`src/rtl/prince_iter_ctrl.sv`:
```
// prince_iter_ctrl: iterative PRINCE encrypt/decrypt sequencer. One forward round, the
// middle stage and one inverse round are reused; a block takes 12 edges from accept to out_valid.
module prince_iter_ctrl #(
    parameter logic [63:0] ALPHA     = 64'hc0ac29b7c97c50dd,
    parameter bit          LATCH_KEY = 1'b1
) (
    input  logic         clk,
    input  logic         rst_n,
    input  logic         in_valid,
    output logic         in_ready,
    input  logic         decrypt,
    input  logic [127:0] key,
    input  logic [63:0]  data_in,
    output logic         out_valid,
    input  logic         out_ready,
    output logic [63:0]  data_out,
    output logic         busy,
    output logic [2:0]   dbg_state
);
    // Handshake: a transfer occurs on a rising edge where valid and ready are both high;
    // valid never waits on ready and ready never depends combinationally on valid.

    typedef enum logic [2:0] {
        IDLE = 3'd0, FWD = 3'd1, MID = 3'd2, INV = 3'd3, FIN = 3'd4, OUT = 3'd5
    } state_t;

    // Nibble v of the table sits at bits [4v +: 4].
    localparam logic [63:0] SBOX     = 64'h4d5e087619ca23fb;
    localparam logic [63:0] SBOX_INV = 64'h1ce5046a98df237b;

    state_t      state, state_next;
    logic [3:0]  rnd;
    logic [63:0] st_reg;
    logic [63:0] kc_q, kw_out_q;
    logic [63:0] k0, k1, k0p;
    logic [63:0] kw_in_live, kw_out_live, kc_live;
    logic [63:0] kc, kw_out;
    logic [63:0] rc_cur, sm, fwd_out, mid_out, inv_out;
    logic        rnd_upset;

    function automatic logic [63:0] rc(input logic [3:0] i);
        case (i)
            4'd1:    rc = 64'h13198a2e03707344;
            4'd2:    rc = 64'ha4093822299f31d0;
            4'd3:    rc = 64'h082efa98ec4e6c89;
            4'd4:    rc = 64'h452821e638d01377;
            4'd5:    rc = 64'hbe5466cf34e90c6c;
            4'd6:    rc = 64'h7ef84f78fd955cb1;
            4'd7:    rc = 64'h85840851f1ac43aa;
            4'd8:    rc = 64'hc882d32f25323c54;
            4'd9:    rc = 64'h64a51195e0e3610d;
            4'd10:   rc = 64'hd3b5a399ca0c2399;
            4'd11:   rc = 64'hc0ac29b7c97c50dd;
            default: rc = 64'h0;
        endcase
    endfunction

    function automatic logic [63:0] sub_nibbles(input logic [63:0] x, input logic [63:0] tbl);
        logic [63:0] y;
        for (int n = 0; n < 16; n++) y[4*n +: 4] = tbl[{x[4*n +: 4], 2'b00} +: 4];
        return y;
    endfunction

    // M' is block-diagonal over 16-bit chunks: M0-hat on the outer chunks, M1-hat inside.
    function automatic logic [63:0] m_prime(input logic [63:0] x);
        logic [63:0] y;
        logic        acc;
        int          off;
        y = '0;
        for (int ch = 0; ch < 4; ch++) begin
            off = (ch == 0 || ch == 3) ? 1 : 0;
            for (int j = 0; j < 4; j++) begin
                for (int b = 0; b < 4; b++) begin
                    acc = 1'b0;
                    for (int i = 0; i < 4; i++)
                        if (((i + j + off) % 4) != b) acc = acc ^ x[16*ch + 4*i + b];
                    y[16*ch + 4*j + b] = acc;
                end
            end
        end
        return y;
    endfunction

    // Nibble p = 4*col + row counted from the MSB; row r rotates left by r columns.
    function automatic logic [63:0] shift_rows(input logic [63:0] x, input logic inv);
        logic [63:0] y;
        int          src;
        y = '0;
        for (int c = 0; c < 4; c++) begin
            for (int r = 0; r < 4; r++) begin
                src = inv ? 4*((c + 4 - r) % 4) + r : 4*((c + r) % 4) + r;
                y[63 - 4*(4*c + r) -: 4] = x[63 - 4*src -: 4];
            end
        end
        return y;
    endfunction

    assign k0          = key[127:64];
    assign k1          = key[63:0];
    assign k0p         = {k0[0], k0[63:1]} ^ {63'b0, k0[63]};
    assign kw_in_live  = decrypt ? k0p : k0;
    assign kw_out_live = decrypt ? k0 : k0p;
    assign kc_live     = decrypt ? (k1 ^ ALPHA) : k1;
    assign kc          = LATCH_KEY ? kc_q : kc_live;
    assign kw_out      = LATCH_KEY ? kw_out_q : kw_out_live;

    assign rc_cur  = rc(rnd);
    assign sm      = m_prime(sub_nibbles(st_reg, SBOX));
    assign fwd_out = shift_rows(sm, 1'b0) ^ rc_cur ^ kc;
    assign mid_out = sub_nibbles(sm, SBOX_INV);
    assign inv_out = sub_nibbles(m_prime(shift_rows(st_reg ^ rc_cur ^ kc, 1'b1)), SBOX_INV);

    assign rnd_upset = (rnd > 4'd11);

    always_ff @(posedge clk or negedge rst_n) begin
        if (!rst_n) state <= IDLE;
        else        state <= state_next;
    end

    always_comb begin
        state_next = state;
        if (rnd_upset) begin
            state_next = IDLE;
        end else begin
            case (state)
                IDLE:    if (in_valid) state_next = FWD;
                FWD:     if (rnd == 4'd5) state_next = MID;
                MID:     state_next = INV;
                INV:     if (rnd == 4'd10) state_next = FIN;
                FIN:     state_next = OUT;
                OUT:     if (out_ready) state_next = IDLE;
                default: state_next = IDLE;
            endcase
        end
    end

    always_comb begin
        in_ready  = 1'b0;
        busy      = 1'b1;
        out_valid = 1'b0;
        case (state)
            IDLE: begin
                in_ready = 1'b1;
                busy     = 1'b0;
            end
            OUT:     out_valid = 1'b1;
            default: ;
        endcase
    end

    assign dbg_state = state;

    always_ff @(posedge clk or negedge rst_n) begin
        if (!rst_n) begin
            st_reg   <= '0;
            rnd      <= '0;
            data_out <= '0;
            kc_q     <= '0;
            kw_out_q <= '0;
        end else if (rnd_upset) begin
            rnd <= '0;
        end else begin
            case (state)
                IDLE: if (in_valid) begin
                    st_reg   <= data_in ^ kw_in_live ^ kc_live ^ rc(4'd0);
                    rnd      <= 4'd1;
                    kc_q     <= kc_live;
                    kw_out_q <= kw_out_live;
                end
                FWD: begin
                    st_reg <= fwd_out;
                    rnd    <= rnd + 4'd1;
                end
                MID: begin
                    st_reg <= mid_out;
                    rnd    <= 4'd6;
                end
                INV: begin
                    st_reg <= inv_out;
                    rnd    <= rnd + 4'd1;
                end
                FIN:     data_out <= st_reg ^ kc ^ rc(4'd11) ^ kw_out;
                OUT:     if (out_ready) rnd <= '0;
                default: ;
            endcase
        end
    end
endmodule
```
`config.mk`:
```
export PLATFORM = sky130hd
export DESIGN_NAME = prince_iter_ctrl
export DESIGN_NICKNAME = d
export VERILOG_FILES = /design/src/rtl/prince_iter_ctrl.sv
export SDC_FILE = /design/constraint.sdc
export NUM_CORES = 1
export LEC_CHECK = 0
export ABC_CLOCK_PERIOD_IN_PS = 5450
export CORE_MARGIN = 4
export CORE_UTILIZATION = 47
export CTS_CLUSTER_DIAMETER = 60
export DETAILED_ROUTE_END_ITERATION = 12
export GPL_TIMING_DRIVEN = 1
export PLACE_DENSITY = 0.68
export RECOVER_POWER = 25
export SYNTH_ARGS = -nofsm -noshare
export SYNTH_HDL_FRONTEND = slang
export SYNTH_SLANG_ARGS = --single-unit
```
`constraint.sdc`:
```
create_clock -name clk -period 5.45 [get_ports clk]
set_clock_uncertainty 0.2 [all_clocks]
set_input_delay 0.545 -clock clk [delete_from_list [all_inputs] [get_ports clk]]
set_output_delay 0.545 -clock clk [all_outputs]
set_load 0.02 [all_outputs]
```
* Word level (Yosys, flattened, before mapping)
Memory sizes are Yosys's and may differ from the RTL's.
Cells that the tools add are included.
** Word-level totals
- Output and inout bits :: 70
- Register bits after elaboration :: 263
- Input bits :: 197
- Bits in read-only memories :: 1008
- Memories kept :: 1
- Word-level logic and storage cells :: 332
** Cells by class
- Multiplexer cells :: 18
- Reductions and logical operators :: 9
- $lt $le $gt $ge :: 1
- Shifts and indexed selects :: 48
- Equal/unequal tests :: 12
- Add/subtract/negate cells :: 1
- Bitwise operators :: 236
** Memories
- (name not given) :: depth 16, width 63, rd ports 1, clocked after Yosys merged registers in 0, wr ports 0, RTL line 42 : case (i)
** Operator list (number)
- 64-bit by 7-bit variable part select with 4-bit output (first input constant) :: 48
- 64-bit XOR :: 8
- 64-bit 2-to-1 mux :: 4
- 64-bit case mux with 4 select lines :: 1
- 1-bit XOR :: 224
- 32-bit inverter :: 2
- 64-bit by 1-bit XOR with 64-bit output :: 1
- 3-bit case mux with 6 select lines :: 1
- 4-bit case mux with 4 select lines :: 1
- 3-bit 2-to-1 mux :: 5
- 4-bit 2-to-1 mux :: 3
- 3-bit inequality test (second input constant) :: 4
- 3-bit AND reduction :: 3
- 3-bit by 2-bit equality test with 1-bit output (second input constant) :: 2
- 3-bit equality test (second input constant) :: 2
- 5-bit nonzero test :: 1
- 4-bit by 1-bit adder with 4-bit output (second input constant) :: 1
- 4-bit by 3-bit equality test with 1-bit output (second input constant) :: 1
- 4-bit equality test (second input constant) :: 1
- 4-bit greater-than comparator (second input constant) :: 1
- 4-bit AND reduction :: 1
- 4-bit nonzero test :: 1
- 3-bit by 1-bit equality test with 1-bit output (second input constant) :: 1
- 3-bit zero test :: 1
- 5 further kinds :: 7

* Depth between registers and ports, before layout
An unclocked memory read counts as a cell.
- Depth after elaboration :: 7
- Depth in mapped cells :: 17
- Gate-level depth less buffers :: 15

* Worst setup path before layout
No wires, ideal clock.
- Path kind :: register to register
- Start point :: register rnd[0]
- End point :: register st_reg[4]
- Setup slack :: 876 ps
- Arrival :: 4237 ps
- Required time :: 5113 ps
- Stages on the path, launching flop included :: 17
- Setup time :: 137 ps
- Period minus slack after synthesis :: 4574 ps
- Path buffers :: 2
- Cells stage by stage :: dfrtp_1 > clkbuf_1 > inv_1 > ha_1 > buf_2 > xnor2_1 > o22ai_4 > xnor2_1 > xnor3_1 > xnor2_1 > a21oi_1 > inv_1 > ha_1 > or2_1 > a32o_1 > a222oi_1 > a21oi_1
** Between the ends
- Longest elaborated chain between the ends :: 7
- Elaborated cells on any way between the ends :: 18
- Classes of those cells :: order compare: 1; shift: 1; mux: 1; bitwise: 13; reduce/logical: 1; memory: 1
** RTL lines
- start, declared :: RTL line 32 : logic [3:0] rnd;
- start signal, assigned :: RTL line 172 : rnd <= rnd + 4'd1;
- start signal, assigned :: RTL line 180 : rnd <= rnd + 4'd1;
- memory read 16 x 63 bit
- 64-bit XOR (2 in series) :: RTL line 111 : assign inv_out = sub_nibbles(m_prime(shift_rows(st_reg ^ rc_cur ^ kc, 1'b1)), SBOX_INV);
- 1-bit XOR (2 in series) :: RTL line 76 : if (((i + j + off) % 4) != b) acc = acc ^ x[16*ch + 4*i + b];
- 64-bit by 7-bit variable part select with 4-bit output :: RTL line 60 : for (int n = 0; n < 16; n++) y[4*n +: 4] = tbl[{x[4*n +: 4], 2'b00} +: 4];
- 64-bit case mux with 4 select lines :: RTL line 163 : case (state)
- end signal, assigned :: RTL line 165 : st_reg <= data_in ^ kw_in_live ^ kc_live ^ rc(4'd0);
- end signal, assigned :: RTL line 171 : st_reg <= fwd_out;
- end signal, assigned :: RTL line 175 : st_reg <= mid_out;
- end, declared :: RTL line 33 : logic [63:0] st_reg;
Several ways; a longest one is shown, not always the timed one.
A chain may end at the register's enable or synchronous reset.

* Worst setup path after layout
- Start point :: register rnd[1]
- End point :: register st_reg[4]
The elaborated chain is that of the path after synthesis.

==> results by stage <==
Place:
- The congestion estimate from routability-driven global placement came to 0.998.
- The detailed placer's ending HPWL is 76,200 um.
- After detailed placement, the total cell area comes to 27,500 um2.
- The count of port buffers added during placement is 266.

Timing:
- The aggregate negative setup slack is 0 ns.
- Measured against its own limit, the worst slew margin works out to -0.875.
- The final number of hold-violating endpoints is 0.
- Setup repair after global routing left no endpoint under its margin.
- The number of setup violations in the final report is 0.
- The fmax is 222 MHz.
- The worst hold margin is around 0.28 ns.
- For the pin with the worst max-slew slack, the measured transition is 2.81 ns.
- The worst path needs around 4.5 ns of the cycle, external delays included.
- In the finished design, the share of the clock period the worst path needs comes to 0.826.
- The final-report max-slew violation count was 105.

Logic synthesis:
- The average size of a mapped cell is 9.18 um2.
- Summed over all instances, the cell type with the most area after synthesis is sky130_fd_sc_hd__dfrtp_1.
- The adder-cell area share of the yosys netlist is 0.0657.
- Counting flops with a built-in enable in the synthesized netlist gives 0.
- The area fraction in compound gates after synthesis is 0.158.
- The leading register cell type out of synthesis is sky130_fd_sc_hd__dfrtp_1.
- The net count of the mapped netlist is 2,960.
- The total standard cell area after synthesis is 24,200 um2.
- The post-synthesis async set-or-reset flop share is 1.00.
- Of the total synthesized cell area, the portion taken by XOR and XNOR cells is 0.276.
- The number of synthesized register bits is 263.
- The sequential area share after synthesis is 0.272.
- The area share of and/or/nand/nor cells after synthesis is 0.0930.
- The number of cells produced by synthesis is 2,636.
- The netlist uses 89 different library cells.
- The post-synthesis mux area share is 0.0906.
- After synthesis, the cell types taking the most area are sky130_fd_sc_hd__dfrtp_1, sky130_fd_sc_hd__xnor2_1, sky130_fd_sc_hd__ha_1, sky130_fd_sc_hd__xor2_1, sky130_fd_sc_hd__o21ai_0.
- The main combinational cell family by area after synthesis is XOR/XNOR gates.
- Of the post-synthesis cell area, the dominant cell type holds 0.272.
- During synthesis, Yosys emitted a total of 0 warnings.

Routing:
- After detailed routing, the met2 layer carries 44,200 um of wire.
- Once detail routing completed, the nets flagged for antenna violations numbered 0.
- The total routed wire length on the met1 layer is 38,600 um.
- The routed layout has 20,600 vias.
- The average detailed-routed wire length per instance is 27.0 um.
- The first detailed-routing pass took 6 iterations.
- In the routed design, unresolved DRC markers number 0.
- The final layout contains routed wiring with a total length of 95,800 um.
- The ratio of routed vias to standard cells is roughly 5.8.
- The highest layer touched by signal routing is met4.
- After detailed routing, the met3 layer carries between 6000 and 7000 um of wire.
- The first routing iteration left between 1,500 and 2,000 violations.

CTS:
- The maximum clock insertion buffer count is 3.
- TritonCTS built the clock tree.
- The number of H-tree branching levels is 2.
- Clock tree synthesis inserted a total of 39 buffers.
- After clock tree synthesis, the clock-pin slew on the worst setup and hold paths is ~0.06 ns.
- The number of setup buffers added after CTS is 0.
- For this design, the sink count on the clock tree is 263.
- The cell sitting at the root of the clock tree is a sky130_fd_sc_hd__clkbuf_16.
- The insertion delay to the later sink of the worst-skew pair is 0.57 ns.

Final layout:
- At the end of the flow, the number of nets in the layout was approximately 3,200.
- The leading cell type in the layout, fill and taps excluded is sky130_fd_sc_hd__xnor2_1.
- Leaving out fill and tap cells, the most frequent cells in the layout are sky130_fd_sc_hd__xnor2_1, sky130_fd_sc_hd__clkdlybuf4s50_1, sky130_fd_sc_hd__dfrtp_1.
- The area growth from synthesis to layout is 19.0%.
- The fraction of layout instances using a drive strength above 1 is 0.0876.
- The number of filler instances in the final layout is around 4,600.
- The antenna diode instance count is 0.
- The finished layout cell area is 28,800 um2.

Setup path:
- The end of the worst register-to-register path is st_reg[4].
- The setup slack of the worst register-to-register path is 0.95 ns.
- Of all nets on the critical path, the largest fanout is 7.
- The kind of critical path is flop to flop.
- The arrival time at the worst endpoint is 4.71 ns.
- For the worst flop-to-flop path, the logic depth is 14.
- The startpoint type of the worst setup path is a flop.
- STA classifies the critical path endpoint as a flop.
- The startpoint identified for the worst register-to-register timing path is rnd[1].
- Data on the critical path is required at its endpoint by 5.66 ns.

Flow run:
- Max-cap violations in this run came to 1.

Floorplanning:
- The die covers 55,200 um2.
- The floorplan step set the die height to 235 um.
- For this design the top-level I/O count stands at 267.
- The core footprint is 50,500 um2.
- The floorplan die width is 235 um.
- The number of core rows is 82.
- The initial core utilization is 0.479.

Worst hold path:
- The worst hold path begins at data_out[42].
- The worst min-delay path class is flop to flop.
- The worst hold path passes through 2 cells.
- For hold timing, the worst endpoint is data_out[42].

Global routing:
- The number of global-route vias before repair came to 20,200.
- The initial antenna violation count was 1.
- The first global-routing pass estimated about 140,000 um of wire.
- For this run, the total global-route usage over all layers was measured as 0.335.
- The total global routing overflow is 0.
- Entering global routing, the biggest net connects between 150 and 200 pins.

Run status:
- The final reports fail on max-capacitance violations, max-slew violations.
- The flow ran to the end, but the final reports show violations.
[metal layers]
metal / vias to the layer above / global-route usage
met3: 213 / 0.0454
met4: 0 / 0.189
met1: 10100 / 0.430
met5: - / 0
met2: 863 / 0.545
li1: 9455 / -
[cells in the mapped netlist, drive strengths merged, types with 15 or more instances]
library cell / instances
a211oi: 19
a21oi: 187
a31oi: 15
and2: 15
buf: 33
clkbuf: 108
dfrtp: 263
ha: 127
inv: 123
mux2: 61
mux2i: 95
mux4: 18
nand2: 224
nand2b: 30
nand3b: 19
nor2: 100
nor2b: 45
nor3: 23
o21ai: 272
o221ai: 23
o22ai: 29
xnor2: 466
xnor3: 38
xor2: 176
[how the worst max path moves through the flow]
stage | start | end | slack, ns | cells after the start
after floorplan | rnd[0] | st_reg[4] | 0.88 | 16
after global placement | rnd[1] | st_reg[4] | 1.08 | 14
after detailed placement | rnd[1] | st_reg[4] | 1.04 | 14
after CTS | rnd[1] | st_reg[4] | 1.01 | 14
after global routing | rnd[1] | st_reg[4] | 0.68 | 14
final | rnd[1] | st_reg[4] | 0.95 | 14
[logic make-up (layout without fill, tap and decap cells)]
| logic type | after synthesis | in the layout |
|---|---|---|
| xor+xnor | 686 | 686 |
| compound gates | 636 | 636 |
| simple gates | 486 | 486 |
| buf+inv | 264 | 506 |
| flops | 263 | 263 |
| mux | 174 | 174 |
| fa+ha+maj | 127 | 127 |
[worst max-delay path, cell delays in order (launching register included)]
cell	delay [ns]
sky130_fd_sc_hd__dfrtp_1	0.39
sky130_fd_sc_hd__inv_1	0.18
sky130_fd_sc_hd__ha_1	0.38
sky130_fd_sc_hd__xnor2_1	0.47
sky130_fd_sc_hd__o22ai_4	0.24
sky130_fd_sc_hd__xnor2_1	0.35
sky130_fd_sc_hd__xnor3_1	0.32
sky130_fd_sc_hd__xnor2_1	0.15
sky130_fd_sc_hd__a21oi_1	0.39
sky130_fd_sc_hd__inv_1	0.10
sky130_fd_sc_hd__ha_1	0.28
sky130_fd_sc_hd__or2_1	0.22
sky130_fd_sc_hd__a32o_1	0.25
sky130_fd_sc_hd__a222oi_1	0.33
sky130_fd_sc_hd__a21oi_1	0.11
[layout make-up]
| cell class | count | area, um2 | area share |
|---|---|---|---|
| Clock buffer | 53 | 1100 | 0.0382 |
| Clock inverter | 18 | 196 | 0.00682 |
| Inverter | 123 | 462 | 0.0160 |
| Multi-Input combinational cell | 2109 | 16600 | 0.575 |
| Sequential cell | 263 | 6580 | 0.229 |
| Tap cell | 672 | 841 | 0.0292 |
| Timing Repair Buffer | 312 | 3040 | 0.106 |
[repair_timing]
action	in CTS	in global routing
hold buffers	1	0
endpoints found under the hold margin	103	0
resized for setup	0	0
[stage by stage]
step	setup slack [ns]	std cells	utilization
2_1_floorplan	0.876	2636	-
3_3_place_gp	1.08	3478	0.545
3_5_place_dp	1.04	3478	0.545
4_1_cts	1.01	3550	0.571
5_1_grt	0.678	3550	0.570
6_report	0.948	3550	0.570
Power is not shown: default switching activity piles up to over one toggle a cycle in this logic, so the estimate is an artifact.
